[src/rtl/tx_block_pkg.sv]
// Shared definitions for the tx_block UART transmitter: FSM state encoding,
// STATUS register codes, CONTROL bit positions and the parity helper.
package tx_block_pkg;

    typedef enum logic [2:0] {
        IDLE      = 3'd0,
        START     = 3'd1,
        DATA_BITS = 3'd2,
        PARITY    = 3'd3,
        STOP      = 3'd4
    } tx_state_e;

    localparam logic [7:0] STATUS_BUSY = 8'hFF;
    localparam logic [7:0] STATUS_IDLE = 8'h00;
    localparam int         CTRL_TX_BIT = 0;

    // Even parity bit: makes the total count of ones (data + parity) even.
    function automatic logic even_parity(input logic [7:0] d);
        return ^d;
    endfunction

endpackage

[src/rtl/tx_block_if.sv]
// Host-side register bus of the UART transmitter.
// master = host/CPU side, slave = tx_block.
interface tx_block_if;
    logic [7:0] CONTROL;
    logic [7:0] DATA;
    logic [7:0] STATUS;
    logic       LINE_OUT;

    modport master (output CONTROL, output DATA, input STATUS, input LINE_OUT);
    modport slave  (input CONTROL, input DATA, output STATUS, output LINE_OUT);
endinterface

[src/rtl/tx_baud_gen.sv]
// Bit-period timer: a down-counter reloaded with CLKS_PER_BIT-1 on each frame
// start and at every bit boundary. bit_tick_o is high for the last cycle of
// each bit period while the transmitter is running.
module tx_baud_gen #(
    parameter int CLKS_PER_BIT = 16
) (
    input  logic CLK,
    input  logic RST_N,
    input  logic restart_i,
    input  logic run_i,
    output logic bit_tick_o
);
    localparam logic [15:0] RELOAD = 16'(CLKS_PER_BIT - 1);

    logic [15:0] cnt_q;
    logic [15:0] cnt_d;

    // Next-count selection: restart wins, otherwise count down and wrap on tick.
    always_comb begin
        cnt_d = cnt_q;
        if (restart_i) begin
            cnt_d = RELOAD;
        end else if (run_i) begin
            if (cnt_q == 16'd0) begin
                cnt_d = RELOAD;
            end else begin
                cnt_d = cnt_q - 16'd1;
            end
        end else begin
            cnt_d = cnt_q;
        end
    end

    // Counter register, cleared by the asynchronous reset.
    always_ff @(posedge CLK or negedge RST_N) begin
        if (!RST_N) begin
            cnt_q <= 16'd0;
        end else begin
            cnt_q <= cnt_d;
        end
    end

    assign bit_tick_o = run_i && !restart_i && (cnt_q == 16'd0);

endmodule

[src/rtl/tx_block.sv]
// Memory-mapped UART transmitter (8N1, or 8E1 when TX_PARITY_EN is defined).
// Optional feature macro: TX_PARITY_EN inserts an even-parity bit before STOP.
// FSM, shift register and registered outputs live here; bit timing comes
// from tx_baud_gen.
module tx_block
    import tx_block_pkg::*;
#(
    parameter int CLKS_PER_BIT = 16
) (
    input  logic        CLK,
    input  logic        RST_N,
    tx_block_if.slave   bus
);
    tx_state_e  state_q, state_d;
    logic [7:0] shift_q, shift_d;
    logic [2:0] bit_idx_q, bit_idx_d;
    logic [7:0] status_q, status_d;
    logic       line_q, line_d;
    logic       start_s;
    logic       run_s;
    logic       bit_tick_s;
    logic       unused_ctrl_s;
`ifdef TX_PARITY_EN
    logic       parity_q, parity_d;
`endif

    assign run_s         = (state_q != IDLE);
    assign unused_ctrl_s = ^bus.CONTROL[7:1];

    tx_baud_gen #(.CLKS_PER_BIT(CLKS_PER_BIT)) u_baud (
        .CLK        (CLK),
        .RST_N      (RST_N),
        .restart_i  (start_s),
        .run_i      (run_s),
        .bit_tick_o (bit_tick_s)
    );

    // Frame sequencing: next state, shift register and next output values.
    always_comb begin
        state_d   = state_q;
        shift_d   = shift_q;
        bit_idx_d = bit_idx_q;
        status_d  = status_q;
        line_d    = line_q;
        start_s   = 1'b0;
`ifdef TX_PARITY_EN
        parity_d  = parity_q;
`endif
        case (state_q)
            IDLE: begin
                if (bus.CONTROL[CTRL_TX_BIT]) begin
                    state_d   = START;
                    shift_d   = bus.DATA;
                    bit_idx_d = 3'd0;
                    status_d  = STATUS_BUSY;
                    line_d    = 1'b0;
                    start_s   = 1'b1;
`ifdef TX_PARITY_EN
                    parity_d  = even_parity(bus.DATA);
`endif
                end else begin
                    status_d = STATUS_IDLE;
                    line_d   = 1'b1;
                end
            end
            START: begin
                if (bit_tick_s) begin
                    state_d = DATA_BITS;
                    line_d  = shift_q[0];
                end else begin
                    state_d = START;
                end
            end
            DATA_BITS: begin
                if (bit_tick_s) begin
                    if (bit_idx_q == 3'd7) begin
`ifdef TX_PARITY_EN
                        state_d = PARITY;
                        line_d  = parity_q;
`else
                        state_d = STOP;
                        line_d  = 1'b1;
`endif
                    end else begin
                        bit_idx_d = bit_idx_q + 3'd1;
                        shift_d   = {1'b0, shift_q[7:1]};
                        line_d    = shift_q[1];
                    end
                end else begin
                    state_d = DATA_BITS;
                end
            end
            PARITY: begin
                if (bit_tick_s) begin
                    state_d = STOP;
                    line_d  = 1'b1;
                end else begin
                    state_d = PARITY;
                end
            end
            STOP: begin
                if (bit_tick_s) begin
                    state_d  = IDLE;
                    status_d = STATUS_IDLE;
                    line_d   = 1'b1;
                end else begin
                    state_d = STOP;
                end
            end
            default: begin
                state_d  = IDLE;
                status_d = STATUS_IDLE;
                line_d   = 1'b1;
            end
        endcase
    end

    // State and output registers; reset forces an idle line immediately.
    always_ff @(posedge CLK or negedge RST_N) begin
        if (!RST_N) begin
            state_q   <= IDLE;
            shift_q   <= 8'h00;
            bit_idx_q <= 3'd0;
            status_q  <= STATUS_IDLE;
            line_q    <= 1'b1;
`ifdef TX_PARITY_EN
            parity_q  <= 1'b0;
`endif
        end else begin
            state_q   <= state_d;
            shift_q   <= shift_d;
            bit_idx_q <= bit_idx_d;
            status_q  <= status_d;
            line_q    <= line_d;
`ifdef TX_PARITY_EN
            parity_q  <= parity_d;
`endif
        end
    end

    assign bus.STATUS   = status_q;
    assign bus.LINE_OUT = line_q;

endmodule

[src/flat_wrapper.sv]
// flat-port wrapper written by rule: the top's interface ports become plain ports
module tx_block_flat import tx_block_pkg::*;
#(
    parameter int CLKS_PER_BIT = 16
)
  (CLK, RST_N, bus_CONTROL, bus_DATA, bus_STATUS, bus_LINE_OUT);
  tx_block_if bus_i ();
  input  logic CLK;
  input  logic RST_N;
  input wire logic [$bits(bus_i.CONTROL)-1:0] bus_CONTROL;
  input wire logic [$bits(bus_i.DATA)-1:0] bus_DATA;
  output wire logic [$bits(bus_i.STATUS)-1:0] bus_STATUS;
  output wire logic [$bits(bus_i.LINE_OUT)-1:0] bus_LINE_OUT;
  assign bus_i.CONTROL = bus_CONTROL;
  assign bus_i.DATA = bus_DATA;
  assign bus_STATUS = bus_i.STATUS;
  assign bus_LINE_OUT = bus_i.LINE_OUT;
  tx_block #(.CLKS_PER_BIT(CLKS_PER_BIT)) u_core (.CLK(CLK), .RST_N(RST_N), .bus(bus_i));
endmodule
[config.mk]
export PLATFORM = sky130hd
export DESIGN_NAME = tx_block_flat
export DESIGN_NICKNAME = d
export VERILOG_FILES = /design/src/rtl/tx_block_pkg.sv /design/src/rtl/tx_block_if.sv /design/src/rtl/tx_baud_gen.sv /design/src/rtl/tx_block.sv /design/src/flat_wrapper.sv
export SDC_FILE = /design/constraint.sdc
export NUM_CORES = 1
export LEC_CHECK = 0
export CAP_MARGIN = 40
export CORE_ASPECT_RATIO = 0.6
export CORE_MARGIN = 2
export CORE_UTILIZATION = 25
export CTS_CLUSTER_DIAMETER = 100
export DETAILED_ROUTE_END_ITERATION = 8
export GPL_TIMING_DRIVEN = 1
export PLACE_DENSITY_LB_ADDON = 0.2
export SYNTH_ARGS = -nofsm -noshare
export SYNTH_HDL_FRONTEND = slang
export SYNTH_SLANG_ARGS = --single-unit
[constraint.sdc]
create_clock -name CLK -period 2.6 [get_ports CLK]
set_input_delay 0.26 -clock CLK [delete_from_list [all_inputs] [get_ports CLK]]
set_output_delay 0.26 -clock CLK [all_outputs]
set_load 0.05 [all_outputs]
==> run_results.csv <==
group,metric,value,unit
sta,setup_slack,272,ps
cells_and_area,fillers,711,
critical_path,max_stage_delay,610,ps
sta,tightest_slew,829,ps
routing,first_iter_violations,49,
cts,cts.repair.resized,0,
floorplan,die_area,7680,um^2
floorplan,start_util,26.0,%
sta,period_share,89.5,%
cells_and_area,final_cell_mix,"dfrtp_1 (31), nor2_1 (21), a21oi_1 (19), clkdlybuf4s50_1 (19), o21ai_0 (16)",
sta,finalSetupViolations,0,
sta,slew_headroom,44.5,%
place,dpl-instance-area,2010,um^2
logic_synthesis,yosys_warnings,0,
critical_path,end_kind,"flop",
logic_synthesis,yosys.cell_types.count,37,
logic_synthesis,syn_area_per_cell,9.22,um^2
place,gp_congestion,0.777,
grt,overflow,0,
pwr,p_leak,0.000869,uW
routing,drt_pass1_iterations,6,
cts,holdBufCountCts,0,
worst_hold_path,worst_hold_path_type,"in -> async",
cts,root_buffer,"clkbuf_16",
sta,fmax,430,MHz
place,io_buffers,19,
cts,cts_num_sinks,32,
floorplan,core,6710,um^2
floorplan,ios,27,
logic_synthesis,syn_area,1740,um^2
cells_and_area,stdcell_area,2160,um^2
floorplan,die_h,68.7,um
grt,grt_pass1_vias,1310,
logic_synthesis,ys_ff_latch,32,
critical_path,crit_fanout,8,
cells_and_area,nNetsFinal,229,
cells_and_area,layout-drive-gt1-share,12.0,%
cells_and_area,syn2layout_area_growth,23.8,%
critical_path,crit_slowest_cell,"or4b_2",
cts,h-tree-depth,2,
pwr,ir_drop,0.189,mV
sta,finalSetupTns,0,ps
cells_and_area,final_common_cell,"dfrtp_1",
cells_and_area,antenna_cells,0,
place,post-place-ws,265,ps
cts,clock_latency,280,ps
logic_synthesis,yosys.area.top_type,"dfrtp_1",
routing,totalWireLength,4080,um
cts,cts_tree,"built",
run,maxCapViolCount,0,
critical_path,crit_type,"reg -> reg",
grt,grt_pass1_wl,6970,um
routing,via_per_inst,4.71,
critical_path,worstPathCellList,"inv_1 -> ha_1 -> or4b_2 -> or4_4 -> nand2_4 -> o21ai_2 -> a21o_1",
sta,skew,3.74,ps
grt,grt_max_degree,33,
cts,clk_pin_slew,50,ps
logic_synthesis,yosysSeqAreaShare,46.0,%
critical_path,required,2770,ps
cells_and_area,final_util,32.2,%
grt,antenna_found_initial,0,
routing,ant_nets,0,
cts,postCtsSetupRepairBufs,0,
cts,cts_made_buffers,5,
logic_synthesis,synth.top_cell.area_share,44.5,%
floorplan,row_count,23,
logic_synthesis,synthesis.instances,189,
critical_path,startpoint_type,"flop",
routing,drt-wirelength-per-cell,13.8,um
logic_synthesis,synthTopCellsByArea,"dfrtp_1 (45%), a21oi_1 (5.5%), o21ai_0 (4.6%), nor2_1 (4.5%), mux2i_1 (4.0%)",
sta,rsz0062_at_grt,"no",
routing,route.detailed.drc,0,
grt,grt_use_total,12.2,%
sta,final_max_slew_viol_count,0,
floorplan,die_w,112,um
pwr,finalPower,1290,uW
pwr,power_density,597,nW/um^2
routing,via_count,1394,
sta,period_needed,2330,ps
critical_path,crit_arrival,2500,ps
logic_synthesis,synth_nets,210,
place,place_hpwl,2830,um
sta,hold_violations,0,
outcome,status,"finished clean",
cts,clk_path_buf_depth,2,
## layer usage
layer,GRT usage [%],up-vias,routed length (um),part of all wire (%)
met5,0,-,0,0
met4,5.09,0,53,1.3
met3,5.24,5,227,5.6
met2,14.5,29,1410,35
met1,18.3,649,2390,59
li1,-,711,-,-
## where the power goes
| group | internal [uW] | switching (uW) |
|---|---|---|
| Combinational | 61.6 | 53.8 |
| Clock | 377 | 223 |
| Sequential | 534 | 39.3 |
## synthesized netlist by cell type, drive strengths merged
| cell | n |
|---|---|
| nand3 | 4 |
| nor4 | 5 |
| o2bb2ai | 2 |
| o31ai | 2 |
| nand3b | 1 |
| inv | 7 |
| dfrtp | 31 |
| a21o | 1 |
| xor2 | 2 |
| a31oi | 5 |
| o32ai | 1 |
| mux2i | 7 |
| xnor2 | 2 |
| nand2b | 6 |
| nand2 | 14 |
| o211ai | 1 |
| or4b | 1 |
| dfstp | 1 |
| or4 | 4 |
| o21ai | 18 |
| nor2 | 21 |
| o22ai | 1 |
| clkbuf | 4 |
| a41o | 1 |
| nor3b | 1 |
| buf | 12 |
| or3 | 4 |
| ha | 3 |
| a21oi | 19 |
| nor3 | 8 |
## kinds of logic (layout without fill, tap and decap cells)
group	after synthesis	in the layout	synth area share (%)
adders and majority gates	3	3	2.15
muxes	7	7	4.02
and+or+nand+nor	69	69	21.5
AOI/OAI and AO/OA	51	51	17.0
buffers and inverters	23	43	7.32
xor gates and xnor gates	4	4	2.01
DFF	32	32	46.0
## registers in the layout (all words and copies together), names as in the netlist
signal and cells:
u_core.bit_idx_q 3, u_core.bus.LINE_OUT 1, u_core.bus.STATUS 1, u_core.shift_q 8
u_core.state_q 3, u_core.u_baud.cnt_q 16
## through the flow
stage	hold slack, ps	std cells
2_1_floorplan	-35.6	189
3_3_place_gp	475	288
3_5_place_dp	494	288
4_1_cts	417	296
5_1_grt	436	296
6_report	383	296
## critical path, delay by kind of cell (launching register included)
| family | cells | cell delay [ps] |
|---|---|---|
| fa+ha+maj | 1 | 150 |
| simple gates | 3 | 1310 |
| flops | 1 | 430 |
| compound gates | 2 | 260 |
| buf+inv | 1 | 80 |
## final cells by class
| type | count | area (um^2) | area share, % |
|---|---|---|---|
| Tap cell | 87 | 109 | 5.05 |
| Inverter | 7 | 26.3 | 1.22 |
| Sequential cell | 32 | 802 | 37.2 |
| Clock buffer | 6 | 139 | 6.44 |
| Timing Repair Buffer | 28 | 258 | 11.9 |
| Multi-Input combinational cell | 134 | 813 | 37.7 |
| Clock inverter | 2 | 10.0 | 0.464 |
## path summary, 6_finish.rpt
kind,slack (ps),endpoint,cells after the start,start
min in group CLK,510,u_core.u_baud.cnt_q[11]$_DFFE_PN0P_,1,u_core.u_baud.cnt_q[11]$_DFFE_PN0P_
setup / recovery,270,u_core.u_baud.cnt_q[9]$_DFFE_PN0P_,7,u_core.u_baud.cnt_q[1]$_DFFE_PN0P_
hold / removal,380,u_core.u_baud.cnt_q[9]$_DFFE_PN0P_,2,RST_N
hold reg to reg,510,u_core.u_baud.cnt_q[11]$_DFFE_PN0P_,1,u_core.u_baud.cnt_q[11]$_DFFE_PN0P_
max in group asynchronous,1870,u_core.bus.LINE_OUT$_DFFE_PN1P_,2,RST_N
setup reg to reg,270,u_core.u_baud.cnt_q[9]$_DFFE_PN0P_,7,u_core.u_baud.cnt_q[1]$_DFFE_PN0P_
Note: power is estimated with default switching activity, not from simulation.
